### config.mk
export PLATFORM = sky130hd
export DESIGN_NAME = spi_xfer_engine
export DESIGN_NICKNAME = d
export VERILOG_FILES = /design/src/rtl/spi_xfer_engine.sv
export SDC_FILE = /design/constraint.sdc
export NUM_CORES = 1
export LEC_CHECK = 0
export CAP_MARGIN = 20
export CELL_PAD_IN_SITES_DETAIL_PLACEMENT = 1
export CELL_PAD_IN_SITES_GLOBAL_PLACEMENT = 2
export CORE_MARGIN = 3
export CORE_UTILIZATION = 26
export DETAILED_ROUTE_END_ITERATION = 12
export GPL_TIMING_DRIVEN = 0
export PLACE_DENSITY = 0.64
export RECOVER_POWER = 25
export SLEW_MARGIN = 10
export SYNTH_ARGS = -nofsm -noshare
export SYNTH_HDL_FRONTEND = slang
export SYNTH_SLANG_ARGS = --single-unit
### constraint.sdc
create_clock -name CLK -period 4.8 [get_ports CLK]
set_input_delay 1.44 -clock CLK [delete_from_list [all_inputs] [get_ports CLK]]
set_output_delay 1.44 -clock CLK [all_outputs]
set_load 0.02 [all_outputs]
### src/rtl/spi_xfer_engine.sv
// SPI mode-0 byte-transfer sequencer: one START command shifts WIDTH bits out on MOSI
// and in from MISO, with programmable SCK half-period and optional held slave select.
`timescale 1ns/1ps
module spi_xfer_engine #(
    parameter int CLKDIV = 2,
    parameter int WIDTH  = 8
) (
    input  logic             CLK,
    input  logic             RST,
    input  logic             START,
    input  logic [WIDTH-1:0] TXDATA,
    input  logic [1:0]       SSSEL,
    input  logic             HOLD,
    input  logic             ABORT,
    input  logic             MISO,
    output logic             SCK,
    output logic             MOSI,
    output logic [1:0]       nSS,
    output logic             BUSY,
    output logic             DONE,
    output logic [WIDTH-1:0] RXDATA
);

    localparam int              BW      = (WIDTH > 1) ? $clog2(WIDTH) : 1;
    localparam logic [7:0]      PH_END  = 8'(CLKDIV - 1);
    localparam logic [BW-1:0]   BIT_END = BW'(WIDTH - 1);

    typedef enum logic [1:0] {IDLE, SETUP, SCKHI, SCKLO} state_t;

    state_t           state, state_n;
    logic [7:0]       ph, ph_n;
    logic [BW-1:0]    bitcnt, bitcnt_n;
    logic             last, last_n;
    logic             hold_q, hold_n;
    logic [WIDTH-1:0] txsr, txsr_n;
    logic [WIDTH-1:0] rxsr, rxsr_n;
    logic [WIDTH-1:0] rxdata_n;
    logic             sck_n, mosi_n, busy_n, done_n;
    logic [1:0]       nss_n;
    logic             ph_done;

    assign ph_done = (ph == PH_END);

    always_comb begin
        state_n  = state;
        ph_n     = ph;
        bitcnt_n = bitcnt;
        last_n   = last;
        hold_n   = hold_q;
        txsr_n   = txsr;
        rxsr_n   = rxsr;
        rxdata_n = RXDATA;
        sck_n    = SCK;
        mosi_n   = MOSI;
        nss_n    = nSS;
        busy_n   = BUSY;
        done_n   = 1'b0;

        if (ABORT) begin
            state_n  = IDLE;
            ph_n     = 8'd0;
            bitcnt_n = '0;
            last_n   = 1'b0;
            sck_n    = 1'b0;
            mosi_n   = 1'b1;
            nss_n    = 2'b11;
            busy_n   = 1'b0;
        end else begin
            case (state)
                IDLE: begin
                    // The DONE cycle is a dead cycle: a START seen with DONE high is dropped.
                    if (START && !DONE) begin
                        txsr_n   = TXDATA;
                        hold_n   = HOLD;
                        nss_n    = SSSEL;
                        mosi_n   = TXDATA[WIDTH-1];
                        busy_n   = 1'b1;
                        ph_n     = 8'd0;
                        bitcnt_n = '0;
                        last_n   = 1'b0;
                        state_n  = SETUP;
                    end
                end
                SETUP: begin
                    if (ph_done) begin
                        state_n = SCKHI;
                        ph_n    = 8'd0;
                        sck_n   = 1'b1;
                        rxsr_n  = {rxsr[WIDTH-2:0], MISO};
                    end else begin
                        ph_n = ph + 8'd1;
                    end
                end
                SCKHI: begin
                    if (ph_done) begin
                        state_n = SCKLO;
                        ph_n    = 8'd0;
                        sck_n   = 1'b0;
                        // The last falling edge leaves MOSI alone and arms the finish.
                        if (bitcnt != BIT_END) begin
                            txsr_n   = {txsr[WIDTH-2:0], 1'b0};
                            mosi_n   = txsr[WIDTH-2];
                            bitcnt_n = bitcnt + BW'(1);
                        end else begin
                            last_n = 1'b1;
                        end
                    end else begin
                        ph_n = ph + 8'd1;
                    end
                end
                SCKLO: begin
                    if (ph_done) begin
                        ph_n = 8'd0;
                        if (last) begin
                            state_n  = IDLE;
                            bitcnt_n = '0;
                            last_n   = 1'b0;
                            rxdata_n = rxsr;
                            done_n   = 1'b1;
                            busy_n   = 1'b0;
                            mosi_n   = 1'b1;
                            if (!hold_q) begin
                                nss_n = 2'b11;
                            end
                        end else begin
                            state_n = SCKHI;
                            sck_n   = 1'b1;
                            rxsr_n  = {rxsr[WIDTH-2:0], MISO};
                        end
                    end else begin
                        ph_n = ph + 8'd1;
                    end
                end
                default: begin
                    state_n = IDLE;
                end
            endcase
        end
    end

    always_ff @(posedge CLK or posedge RST) begin
        if (RST) begin
            state  <= IDLE;
            ph     <= 8'd0;
            bitcnt <= '0;
            last   <= 1'b0;
            hold_q <= 1'b0;
            txsr   <= '0;
            rxsr   <= '0;
            RXDATA <= '0;
            SCK    <= 1'b0;
            MOSI   <= 1'b1;
            nSS    <= 2'b11;
            BUSY   <= 1'b0;
            DONE   <= 1'b0;
        end else begin
            state  <= state_n;
            ph     <= ph_n;
            bitcnt <= bitcnt_n;
            last   <= last_n;
            hold_q <= hold_n;
            txsr   <= txsr_n;
            rxsr   <= rxsr_n;
            RXDATA <= rxdata_n;
            SCK    <= sck_n;
            MOSI   <= mosi_n;
            nSS    <= nss_n;
            BUSY   <= busy_n;
            DONE   <= done_n;
        end
    end

endmodule

Yosys cells after proc, flatten, opt, wreduce, memory -nomap -nowiden --
Cells that the tools add are included.
Operators by class: multipliers 0, reduce and logical (&&, ||, !) cells 19, add/sub/neg operators 2, bitwise gates (word level) 1, divide/modulo/power cells 0, equal/unequal tests 20, order comparisons 0, shift operators 0, multiplexer cells 59
Operator list (number):
- $mux 8 | 6
- $pmux 8 s2 | 2
- $ne 3x3->1 const B | 10
- $reduce_and 5->1 | 5
- $mux 1 | 23
- $mux 2 | 11
- $mux 7 | 3
- $mux 3 | 6
- $pmux 7 s2 | 1
- $ne 2x2->1 const B | 6
- $reduce_and 4->1 | 3
- $pmux 1 s3 | 3
- $pmux 3 s3 | 1
- $add 8x1->8 const B | 1
- $eq 8x1->1 const B | 1
- $pmux 2 s4 | 1
- $reduce_bool 4->1 | 2
- $reduce_and 6->1 | 1
- $eq 2x2->1 const B | 2
- $pmux 2 s2 | 1
- $reduce_bool 2->1 | 2
- $add 3x1->3 const B | 1
- $reduce_and 3->1 | 1
- $reduce_bool 3->1 | 1
- other kinds (7) | 7
Word-level totals: input bits 16, memories kept 0, output and inout port bits 14, bits in writable memories 0, register bits after elaboration 44, word-level logic and storage cells 114, latch bits 0, ROM bits 0

Longest topological paths before layout --
word-level depth 5, depth in mapped cells 7, depth with buffers taken out 6

Worst setup path after synthesis --
OpenSTA, ideal clock, no wires.
path kind input port to flip-flop, from input ABORT, to register txsr[0], path buffers 2, stages 6, library setup time 0.125 ns, arrival time 2.770 ns, required time 4.675 ns, setup slack 1.905 ns, path through buf_2 nand2b_1 nor2_1 a2111o_1 buf_6 mux2_4
Between the ends: cells in the longest elaborated chain, start to end 2
RTL lines:
- from (decl) | RTL line 14 | input logic ABORT,
- $not 1->1 (no source line)
- $reduce_and 5->1 (no source line)
- to (signal assigned) | RTL line 162 | txsr <= txsr_n;
- to (decl) | RTL line 35 | logic [WIDTH-1:0] txsr, txsr_n;
Every way passes these cells. A chain may end at the register's enable or synchronous reset.

==> results.py <==
metrics = {
    "routing": {
        "ant_nets": 0,
        "wl_met3_um": 154,
        "wl_met2_um": 2243,
        "wl_per_cell_um": 15.47,
        "wirelength_um": 5166,
        "drtPass1Iterations": 4,
        "highest_layer": "met4",
        "drc_errors": 0,
        "m1WireLength_um": 2685,
        "via_count": 1597,
        "drtIter0Drc": 95,
        "avgViaCountPerCell": 4.781,
    },
    "cells_and_area": {
        "postLayoutCoreUtil_pct": 33.36,
        "syn2layout_area_growth_pct": 23.70,
        "fin_nets": 252,
        "antenna_cells": 0,
        "fillerInstances": 918,
        "multi_input_area_mm2": 0.001065,
        "regArea_mm2": 0.001105,
        "drive_gt1_share_pct": 20.09,
    },
    "power_and_ir_drop": {
        "p_leak_uw": 0.001244,
        "p_per_area_mw_per_mm2": 493.8,
        "vdd_ir_drop_max_v": 0.0001601,
        "total_power_uw": 1367,
    },
    "place": {
        "port_buffers": 28,
        "hpwl_um": 3783,
        "gp_congestion": 0.7016,
    },
    "yosys": {
        "synthXorXnorAreaFrac_pct": 1.565,
        "yosys.area.top_type": "dfrtp_1",
        "synth.area.mux_share_pct": 17.22,
        "synthFlopType": "dfrtp_1",
        "ys_seq_area_share_pct": 49.36,
        "synth_compound_area_share_pct": 12.52,
        "synthTopCellsByArea": "dfrtp_1 46%, mux2_2 12%, mux2_4 4.7%",
        "synthArstFlopShare_pct": 100.0,
        "synth_simple_gate_area_share_pct": 11.79,
        "syn_area_mm2": 0.002238,
        "avgSynthCellArea_um2": 11.66,
        "ys_warn_count": 0,
        "synth_top_family_by_area": "multiplexers",
        "syn_nets": 216,
        "yosys.area.top_type_share_pct": 45.84,
        "synth_edf_count": 0,
        "synth.most_common_cell": "dfrtp_1",
        "ys_types": 43,
        "synth_fa_ha_area_share_pct": 4.472,
        "synth_common_cells": "41 x dfrtp_1, 24 x mux2_2, 10 x nor2_1",
        "ys_seq_elements": 44,
        "syn_inst": 192,
    },
    "global_routing": {
        "first_global_vias": 1743,
        "antenna_found_initial": 0,
        "grt_max_degree": 31,
        "grt_pass1_wl_um": 9156,
        "globalRouteOverflowTotal": 0,
        "grt_use_total_pct": 11.62,
    },
    "die": {
        "initial_core_util_pct": 26.97,
        "die_h_um": 98.79,
        "die_w_um": 98.79,
        "pin_count": 30,
        "fp.coreArea_mm2": 0.008299,
        "die_area_mm2": 0.009758,
        "num_rows": 33,
    },
    "run_status": {
        "outcome": "finished with violations",
        "failed_checks": "max-capacitance violations, max-slew violations",
    },
    "worst_setup_path": {
        "worst-setup-path-type": "in -> async",
        "crit_path_end_kind": "async pin",
        "critPathRequiredTime_ns": 4.92,
        "cp-start-kind": "primary input",
        "worstPathMaxFanout": 30,
        "worstReg2RegStart": "state[0]$_DFFE_PP0P_",
        "cp-startpoint": "RST",
        "crit_arrival_ns": 3.66,
    },
    "clock_network": {
        "cts_root_buffer": "clkbuf_8",
        "htree_num_levels": 2,
        "cts_hold_buf": 0,
        "cts_tree": "done",
        "postCtsSetupRepairBufs": 0,
        "cts_sinks": 44,
        "cts_buffers": 5,
        "clk_latency_ns": 0.30,
        "ctsResizeCount": 0,
        "clk_pin_slew_ns": 0.09,
        "clock_path_buffers": 2,
    },
    "sta": {
        "worst_pin_slew_ns": 1.659,
        "fin_tns_setup_ns": 0,
        "holdWs_ns": 0.4887,
        "fmaxAchievable_mhz": 282.7,
        "finalClockSkew_ns": 0.007421,
        "finalHoldViolCount": 0,
        "drv_slew": 31,
        "rsz0062_at_grt": "no",
        "slew_headroom_pct": -10.59,
        "final.period_utilization_pct": 73.69,
        "setup_violations": 0,
        "final.min_clock_period_ns": 3.537,
    },
    "hold_path": {
        "hold_start": "MOSI$_DFFE_PP1P_",
        "min_path_type": "reg -> reg",
    },
    "run": {
        "maxCapViolations": 1,
    },
}
## final cells by class
cell class                      instances  area share (%)
Sequential cell                        44           39.90
Multi-Input combinational cell        132           38.45
Timing Repair Buffer                   29           10.26
Tap cell                              105           4.745
Clock buffer                            5           2.485
Clock inverter                          3           1.672
Buffer                                  7           1.265
Inverter                                9           1.220
## power breakdown
part / internal, uW / leakage [uW] / total (uW) / switching (uW)
combinational: 271 / 0.000610 / 551 / 279
sequential: 459 / 0.000580 / 517 / 57.9
clock: 157 / 0.0000548 / 300 / 143
total: 887 / 0.00124 / 1370 / 480
## sequential cells by signal (all words and copies together), names as in the netlist, 2 cells and up
register / count
state: 2
nSS: 2
RXDATA: 8
txsr: 7
rxsr: 8
bitcnt: 3
ph: 8
## routing by layer
layer,global-route usage [%],up-vias
met3,2.335,5
met2,16.89,23
li1,-,766
met1,17.06,803
met5,0,-
met4,4.097,0
## through the flow
| stage | std cells | instance area, um2 | setup WS (ns) |
|---|---|---|---|
| 5_1_grt | 334 | 2769 | 0.7702 |
| 6_report | 334 | 2769 | 1.263 |
| 2_1_floorplan | 192 | 2238 | 1.905 |
| 3_5_place_dp | 326 | 2670 | 1.158 |
| 3_3_place_gp | 325 | 2650 | 1.206 |
| 4_1_cts | 334 | 2785 | 1.462 |
## worst paths after layout
kind | depth (start not counted) | endpoint | slack (ns)
worst max-delay path | 3 | ph[3]$_DFFE_PP0P_ | 1.26
worst min-delay path | 2 | MOSI$_DFFE_PP1P_ | 0.49
worst max register to register | 7 | bitcnt[0]$_DFFE_PP0P_ | 2.40
worst min register to register | 2 | MOSI$_DFFE_PP1P_ | 0.49
max in group CLK | 7 | txsr[0]$_DFFE_PP0P_ | 1.51
min in group asynchronous | 2 | txsr[6]$_DFFE_PP0P_ | 1.62
## placed cells by master (no fill, tap or decap), drive strengths merged, types with 3 or more instances in the layout
master	synthesis	final
nand2b	4	4
mux2	31	31
nand3	4	4
o21ai	8	8
nor2	10	10
dfrtp	41	41
or3	3	3
xor2	4	4
nor4	3	3
nor2b	3	3
a21oi	7	7
inv	8	9
a2bb2oi	3	3
a22oi	3	3
nor3	4	4
a21o	3	3
nand2	10	10
clkbuf	5	11
dfstp	3	3
clkdlybuf4s50	0	27
ha	8	8
## kinds of logic (layout without fill, tap and decap cells)
logic type,count (synthesis),in the layout
mux,32,32
compound gates,40,40
simple gates,48,48
buf+inv,16,53
fa+ha+maj,8,8
flops,44,44
xor+xnor,4,4
## worst max-delay path, cell delays in order
cell and delay (ns):
dlygate4sd3_1 0.53, inv_1 0.42, clkbuf_1 1.25
Power figures use the tool's default switching activity.
